--- src/rtl/cla_pkg.sv ---
// Shared definitions for the carry-lookahead adder family.
//   SLICE_W  : bits handled by one lookahead slice
//   gp_t     : per-bit generate/propagate pair
//   gen_prop : builds the generate/propagate vectors for one slice
package cla_pkg;

    localparam int unsigned SLICE_W = 4;

    typedef struct packed {
        logic [SLICE_W-1:0] g;
        logic [SLICE_W-1:0] p;
    } gp_t;

    function automatic gp_t gen_prop(input logic [SLICE_W-1:0] a, input logic [SLICE_W-1:0] b);
        gp_t r;
        r.g = a & b;
        r.p = a ^ b;
        return r;
    endfunction

endpackage

--- src/rtl/cla4.sv ---
// 4-bit carry-lookahead adder slice (purely combinational).
//   a, b   : slice operands
//   ci     : carry in
//   s      : slice sum
//   co     : carry out of bit 3
//   c_msb  : carry into bit 3, used by the caller for signed overflow
module cla4
    import cla_pkg::*;
(
    input  logic [SLICE_W-1:0] a,
    input  logic [SLICE_W-1:0] b,
    input  logic               ci,
    output logic [SLICE_W-1:0] s,
    output logic               co,
    output logic               c_msb
);

    gp_t              gp;
    logic [SLICE_W:0] c;

    always_comb begin
        gp   = gen_prop(a, b);
        c[0] = ci;
        c[1] = gp.g[0] | (gp.p[0] & ci);
        c[2] = gp.g[1] | (gp.p[1] & gp.g[0]) | (gp.p[1] & gp.p[0] & ci);
        c[3] = gp.g[2] | (gp.p[2] & gp.g[1]) | (gp.p[2] & gp.p[1] & gp.g[0])
             | (gp.p[2] & gp.p[1] & gp.p[0] & ci);
        c[4] = gp.g[3] | (gp.p[3] & gp.g[2]) | (gp.p[3] & gp.p[2] & gp.g[1])
             | (gp.p[3] & gp.p[2] & gp.p[1] & gp.g[0])
             | (gp.p[3] & gp.p[2] & gp.p[1] & gp.p[0] & ci);
        s     = gp.p ^ c[SLICE_W-1:0];
        co    = c[4];
        c_msb = c[3];
    end

endmodule

--- src/rtl/cla_pipe_addsub.sv ---
// Pipelined adder/subtractor built from WIDTH/4 cla4 slices, one slice per stage.
//   clk, rst             : clock, synchronous active-high reset
//   in_valid / in_ready  : operand handshake (a, b, ci, sub)
//   out_valid / out_ready: result handshake (s, co, ovf, zero)
//   sub=0: s = a + b + ci ; sub=1: s = a - b (ci ignored)
//   co: carry out of MSB, ovf: signed overflow, zero: s == 0
// Latency is NSLICE cycles; the whole pipe stalls when the output is held.
module cla_pipe_addsub
    import cla_pkg::*;
#(
    parameter int unsigned WIDTH = 16
) (
    input  logic             clk,
    input  logic             rst,
    input  logic             in_valid,
    output logic             in_ready,
    input  logic [WIDTH-1:0] a,
    input  logic [WIDTH-1:0] b,
    input  logic             ci,
    input  logic             sub,
    output logic             out_valid,
    input  logic             out_ready,
    output logic [WIDTH-1:0] s,
    output logic             co,
    output logic             ovf,
    output logic             zero
);

    localparam int NSLICE = WIDTH / SLICE_W;

    if ((WIDTH % SLICE_W) != 0 || WIDTH < SLICE_W) begin : g_width_check
        $error("cla_pipe_addsub: WIDTH must be a multiple of 4 and at least 4");
    end

    logic                           adv;
    logic                           accept;
    logic [WIDTH-1:0]               b_eff;
    logic                           c_in0;
    logic [NSLICE-1:0][SLICE_W-1:0] sl_a;
    logic [NSLICE-1:0][SLICE_W-1:0] sl_b;
    logic [NSLICE-1:0][SLICE_W-1:0] sl_s;
    logic [NSLICE-1:0]              sl_ci;
    logic [NSLICE-1:0]              sl_co;
    logic [NSLICE-1:0]              sl_cmsb;
    logic [WIDTH-1:0]               res;
    logic                           res_valid;
    logic                           unused_cmsb;

    // Single global advance: every stage moves together or holds together.
    assign adv      = !out_valid || out_ready;
    assign in_ready = adv && !rst;
    assign accept   = in_valid && in_ready;

    // Subtraction as a + ~b + 1; B is inverted once at entry and carried down the skew.
    assign b_eff = sub ? ~b : b;
    assign c_in0 = sub | ci;

    // Only the top slice's carry-into-bit-3 matters; the lower ones are sunk here.
    assign unused_cmsb = ^sl_cmsb;

    for (genvar k = 0; k < NSLICE; k++) begin : g_slice
        if (k == 0) begin : g_in
            assign sl_a[k]  = a[SLICE_W-1:0];
            assign sl_b[k]  = b_eff[SLICE_W-1:0];
            assign sl_ci[k] = c_in0;
        end else begin : g_in
            assign sl_a[k]  = g_reg[k-1].a_q[SLICE_W-1:0];
            assign sl_b[k]  = g_reg[k-1].b_q[SLICE_W-1:0];
            assign sl_ci[k] = g_reg[k-1].c_q;
        end

        cla4 u_cla4 (
            .a     (sl_a[k]),
            .b     (sl_b[k]),
            .ci    (sl_ci[k]),
            .s     (sl_s[k]),
            .co    (sl_co[k]),
            .c_msb (sl_cmsb[k])
        );
    end

    // Inter-stage registers: stage k keeps the finished low result slices (deskew)
    // and the not-yet-used high operand slices (skew), plus the slice carry.
    for (genvar k = 0; k < NSLICE - 1; k++) begin : g_reg
        localparam int unsigned RW = SLICE_W * (k + 1);
        localparam int unsigned OW = WIDTH - RW;

        logic          v_q;
        logic          c_q;
        logic [RW-1:0] s_q;
        logic [OW-1:0] a_q;
        logic [OW-1:0] b_q;
        logic          v_d;
        logic [RW-1:0] s_d;
        logic [OW-1:0] a_d;
        logic [OW-1:0] b_d;

        if (k == 0) begin : g_src
            assign v_d = accept;
            assign s_d = sl_s[k];
            assign a_d = a[WIDTH-1:SLICE_W];
            assign b_d = b_eff[WIDTH-1:SLICE_W];
        end else begin : g_src
            assign v_d = g_reg[k-1].v_q;
            assign s_d = {sl_s[k], g_reg[k-1].s_q};
            assign a_d = g_reg[k-1].a_q[OW+SLICE_W-1:SLICE_W];
            assign b_d = g_reg[k-1].b_q[OW+SLICE_W-1:SLICE_W];
        end

        always_ff @(posedge clk) begin
            if (rst) begin
                v_q <= 1'b0;
            end else if (adv) begin
                v_q <= v_d;
                c_q <= sl_co[k];
                s_q <= s_d;
                a_q <= a_d;
                b_q <= b_d;
            end
        end
    end

    if (NSLICE == 1) begin : g_tail
        assign res       = sl_s[0];
        assign res_valid = accept;
    end else begin : g_tail
        assign res       = {sl_s[NSLICE-1], g_reg[NSLICE-2].s_q};
        assign res_valid = g_reg[NSLICE-2].v_q;
    end

    // Output register; result fields only load on a valid beat so a bubble
    // does not disturb the last delivered result.
    always_ff @(posedge clk) begin
        if (rst) begin
            out_valid <= 1'b0;
            s         <= '0;
            co        <= 1'b0;
            ovf       <= 1'b0;
            zero      <= 1'b0;
        end else if (adv) begin
            out_valid <= res_valid;
            if (res_valid) begin
                s    <= res;
                co   <= sl_co[NSLICE-1];
                ovf  <= sl_cmsb[NSLICE-1] ^ sl_co[NSLICE-1];
                zero <= (res == '0);
            end
        end
    end

endmodule

--- config.mk ---
export PLATFORM = sky130hd
export DESIGN_NAME = cla_pipe_addsub
export DESIGN_NICKNAME = d
export VERILOG_FILES = /design/src/rtl/cla_pkg.sv /design/src/rtl/cla4.sv /design/src/rtl/cla_pipe_addsub.sv
export SDC_FILE = /design/constraint.sdc
export NUM_CORES = 1
export LEC_CHECK = 0
export ABC_AREA = 1
export CAP_MARGIN = 40
export CORE_MARGIN = 3
export CORE_UTILIZATION = 35
export DETAILED_ROUTE_END_ITERATION = 10
export PLACE_DENSITY = 0.59
export SLEW_MARGIN = 20
export SYNTH_ARGS = -nofsm -noshare
export SYNTH_HDL_FRONTEND = slang
export SYNTH_SLANG_ARGS = --single-unit
export TNS_END_PERCENT = 20
--- constraint.sdc ---
create_clock -name clk -period 6.4 [get_ports clk]
set_input_delay 1.28 -clock clk [delete_from_list [all_inputs] [get_ports clk]]
set_output_delay 1.28 -clock clk [all_outputs]
set_load 0.005 [all_outputs]
==> flow_summary.json <==
{
  "path_class": "in -> out",
  "report.final.hold_viol_count": 0,
  "post_synth_main_area_contributors": "sky130_fd_sc_hd__edfxtp_1 (58%), sky130_fd_sc_hd__dfxtp_1 (12%), sky130_fd_sc_hd__ha_1 (5.1%)",
  "layout-drive-gt1-share": 0.07967,
  "yosysTopAreaCellShare": 0.5767,
  "timing.critical_path.to_type": "primary output",
  "clk_pin_slew_worst_paths_ns": 0.09,
  "initial_core_util": 0.3683,
  "critPathArrivalTime_ns": 2.63,
  "pre_cts_ws_ns": 2.474,
  "pwr-share-seq": 0.586,
  "power-per-cell-area_nw_per_um2": 269.5,
  "drt_iter0_markers": 77,
  "htree_num_levels": 3,
  "cts_sinks": 98,
  "routed-wl-met2_microns": 2495,
  "synth_compound_gate_area_share": 0.05671,
  "synthesis.instances": 294,
  "unrepaired_setup_endpoints_after_global_routing": "no",
  "port_buffers": 58,
  "outcome": "complete, no violations",
  "final_util": 0.4593,
  "grt_max_degree": 55,
  "p_sw_frac": 0.2314,
  "grt_pass1_vias": 2128,
  "route.vias.total": 2163,
  "final_cycle_utilization_of_the_critical_path": 0.6116,
  "chipWidth_microns": 111.6,
  "yosysWarnings": 0,
  "vias_per_cell": 4.326,
  "post_synth_mux_area_share": 0,
  "cp_cell_sequence": "clkdlybuf4s50_1 -> inv_1 -> nand2_2 -> inv_1 -> nor2_4 -> clkdlybuf4s50_1",
  "numCtsBuffers": 9,
  "fin_area_sq_um": 4870,
  "cp_data_required_time_ns": 5.12,
  "antenna_left": 0,
  "post_cts_hold_buffer_count": 0,
  "worstSetupStartpointType": "primary input",
  "clock.fmax_ghz": 0.2555,
  "cell_int_power_w": 0.001009,
  "hold_class": "reg -> reg",
  "cts.root.buffer_cell": "sky130_fd_sc_hd__clkbuf_8",
  "setup_viol_count_final": 0,
  "crit_slowest_cell": "sky130_fd_sc_hd__clkdlybuf4s50_1",
  "timing.critical_path.from": "out_ready",
  "adder_and_majority_cell_fraction_of_the_synthesized_area": 0.07177,
  "placement_rows": 37,
  "place_area_sq_um": 4657,
  "wirelength_met1_microns": 2662,
  "post_cts_buffers": 0,
  "wl_met3_microns": 291,
  "max-slew-margin-rel": 0.7185,
  "yosysMostFrequentCell": "sky130_fd_sc_hd__edfxtp_1",
  "antenna_cells_inserted": 0,
  "synth_top_cells_by_count": "sky130_fd_sc_hd__edfxtp_1 (75), sky130_fd_sc_hd__nor2_1 (34), sky130_fd_sc_hd__inv_1 (28)",
  "synth_top_family_by_area": "simple AND/OR/NAND/NOR gates",
  "ir_drop_mv": 0.1029,
  "synth_area_sq_um": 3905,
  "post-dp-hpwl_microns": 4049,
  "path_max_fanout": 5,
  "p_leak_nw": 1.898,
  "routed_wl_microns": 5552,
  "worst-slew-pin-transition_ns": 0.4217,
  "avgSynthCellArea_sq_um": 13.28,
  "ios": 59,
  "post-route-drc-count": 0,
  "nNetsFinal": 418,
  "critPathBufInv": 4,
  "synth_top_area_cell": "sky130_fd_sc_hd__edfxtp_1",
  "crit-reg2reg-launch": "out_valid",
  "power.combinational.fraction": 0.111,
  "post_synthesis_sequential_element_count": 98,
  "insertion_delay_ns": 0.35,
  "avgRoutedWirePerCell_microns": 11.10,
  "cts_tree": "done",
  "finalWorstSetupSlack_ns": 2.486,
  "die_area_sq_um": 12460,
  "netlist-cell-type-count": 25,
  "hold_path_startpoint": "g_reg[1].a_q[4]",
  "postSynth.topFlopCell": "sky130_fd_sc_hd__edfxtp_1",
  "drv_slew": 0,
  "cap_violations": 0,
  "postCtsResizedCells": 0,
  "design.core.area_sq_um": 10600,
  "net-switching-power_w": 0.0003037,
  "grt_usage": 0.09284,
  "totalNegativeSetupSlack_ns": 0,
  "minimum_clock_period_after_layout_ns": 3.914,
  "grt_pass1_wl_microns": 9315,
  "clockBufferDepth": 2,
  "syn_nets": 352,
  "clock_skew_ns": 0.007838,
  "synth-async-reset-ratio": 0,
  "synth-simple-area-share": 0.08138,
  "antenna_violations_before_repair": 0,
  "top_layer_used": "met4",
  "chipHeight_microns": 111.6,
  "share_clk_of_total_power": 0.303,
  "yosysSeqAreaShare": 0.6946,
  "detailedRoute.firstPassIterationCount": 4,
  "place.gp.congestion": 0.6915,
  "synth-xor-area-share": 0.05607,
  "worst_path_dominant_cell_family": "buffers and inverters",
  "critical_path.max_stage_delay_ns": 0.52,
  "number_of_flops_mapped_to_enable_cells_by_yosys": 75,
  "areaGrowthSynthToFinish_pct": 24.70,
  "globalRouteOverflowTotal": 0
}
-- kinds of logic (layout without fill, tap and decap cells) --
group,after synthesis,in the layout
AO/OA/AOI/OAI,39,39
XOR/XNOR,25,25
adder cells (fa/ha/maj),20,20
buffers and inverters,36,106
flip-flops,98,98
AND/OR/NAND/NOR,76,76
-- final timing paths --
path                                   endpoint  slack (ns)  cells past startpoint
worst min-delay path            g_reg[2].a_q[0]        0.42                      0
worst max register to register     g_reg[0].c_q        4.77                      5
worst max-delay path                   in_ready        2.49                      6
worst min register to register  g_reg[2].a_q[0]        0.42                      0
-- power groups by stage --
| stage | logic (W) | clock network, W | registers (W) |
|---|---|---|---|
| after floorplan | 0.0000894 | 0 | 0.000782 |
| after global placement | 0.000141 | 0 | 0.000784 |
| after detailed placement | 0.000148 | 0 | 0.000785 |
| after CTS | 0.000148 | 0.000412 | 0.000770 |
| after global routing | 0.000168 | 0.000440 | 0.000776 |
| final | 0.000146 | 0.000397 | 0.000769 |
-- layer usage --
metal / track usage / vias to the layer above
met5: 0 / -
met4: 0.05109 / 0
met3: 0.02500 / 8
met2: 0.1423 / 51
met1: 0.1197 / 970
li1: - / 1134
-- stage by stage --
stage / hold slack [ns] / power, W / instances
global placement: 0.4032 / 0.0009253 / 483
global route: 0.4325 / 0.001384 / 500
detailed placement: 0.4045 / 0.0009327 / 484
CTS: 0.4268 / 0.001331 / 499
floorplan: 0.4003 / 0.0008711 / 294
finish: 0.4241 / 0.001312 / 500
-- cell type report --
| class | count | area (sq um) |
|---|---|---|
| inverters | 30 | 112.6 |
| flip-flops and latches | 98 | 2713 |
| fillers | 1006 | 5732 |
| multi-input cells | 160 | 1046 |
| clock inverters | 6 | 73.82 |
| repair buffers | 61 | 630.6 |
| well taps | 136 | 170.2 |
| clock buffers | 9 | 123.9 |
-- cells in the final DEF (no fill, tap or decap), types with 3 or more instances in the layout --
master and count:
sky130_fd_sc_hd__xor2_1 22, sky130_fd_sc_hd__nand2_1 23, sky130_fd_sc_hd__a21o_1 5, sky130_fd_sc_hd__edfxtp_1 75, sky130_fd_sc_hd__nor2_1 33, sky130_fd_sc_hd__nor2_2 3, sky130_fd_sc_hd__clkdlybuf4s50_1 58, sky130_fd_sc_hd__dfxtp_1 23
sky130_fd_sc_hd__clkbuf_8 9, sky130_fd_sc_hd__nand3_1 12, sky130_fd_sc_hd__o21ai_0 19, sky130_fd_sc_hd__fa_1 4, sky130_fd_sc_hd__ha_1 16, sky130_fd_sc_hd__xnor2_1 3, sky130_fd_sc_hd__inv_1 28, sky130_fd_sc_hd__nand2_2 3
sky130_fd_sc_hd__a21oi_1 10
-- flip-flops by register name, indices dropped and copies added (netlist names) --
register / cells
co: 1
g.a_q: 24
g.b_q: 24
g.c_q: 3
g.s_q: 24
g.v_q: 3
out_valid: 1
ovf: 1
s: 16
zero: 1
Power figures use the tool's default switching activity.
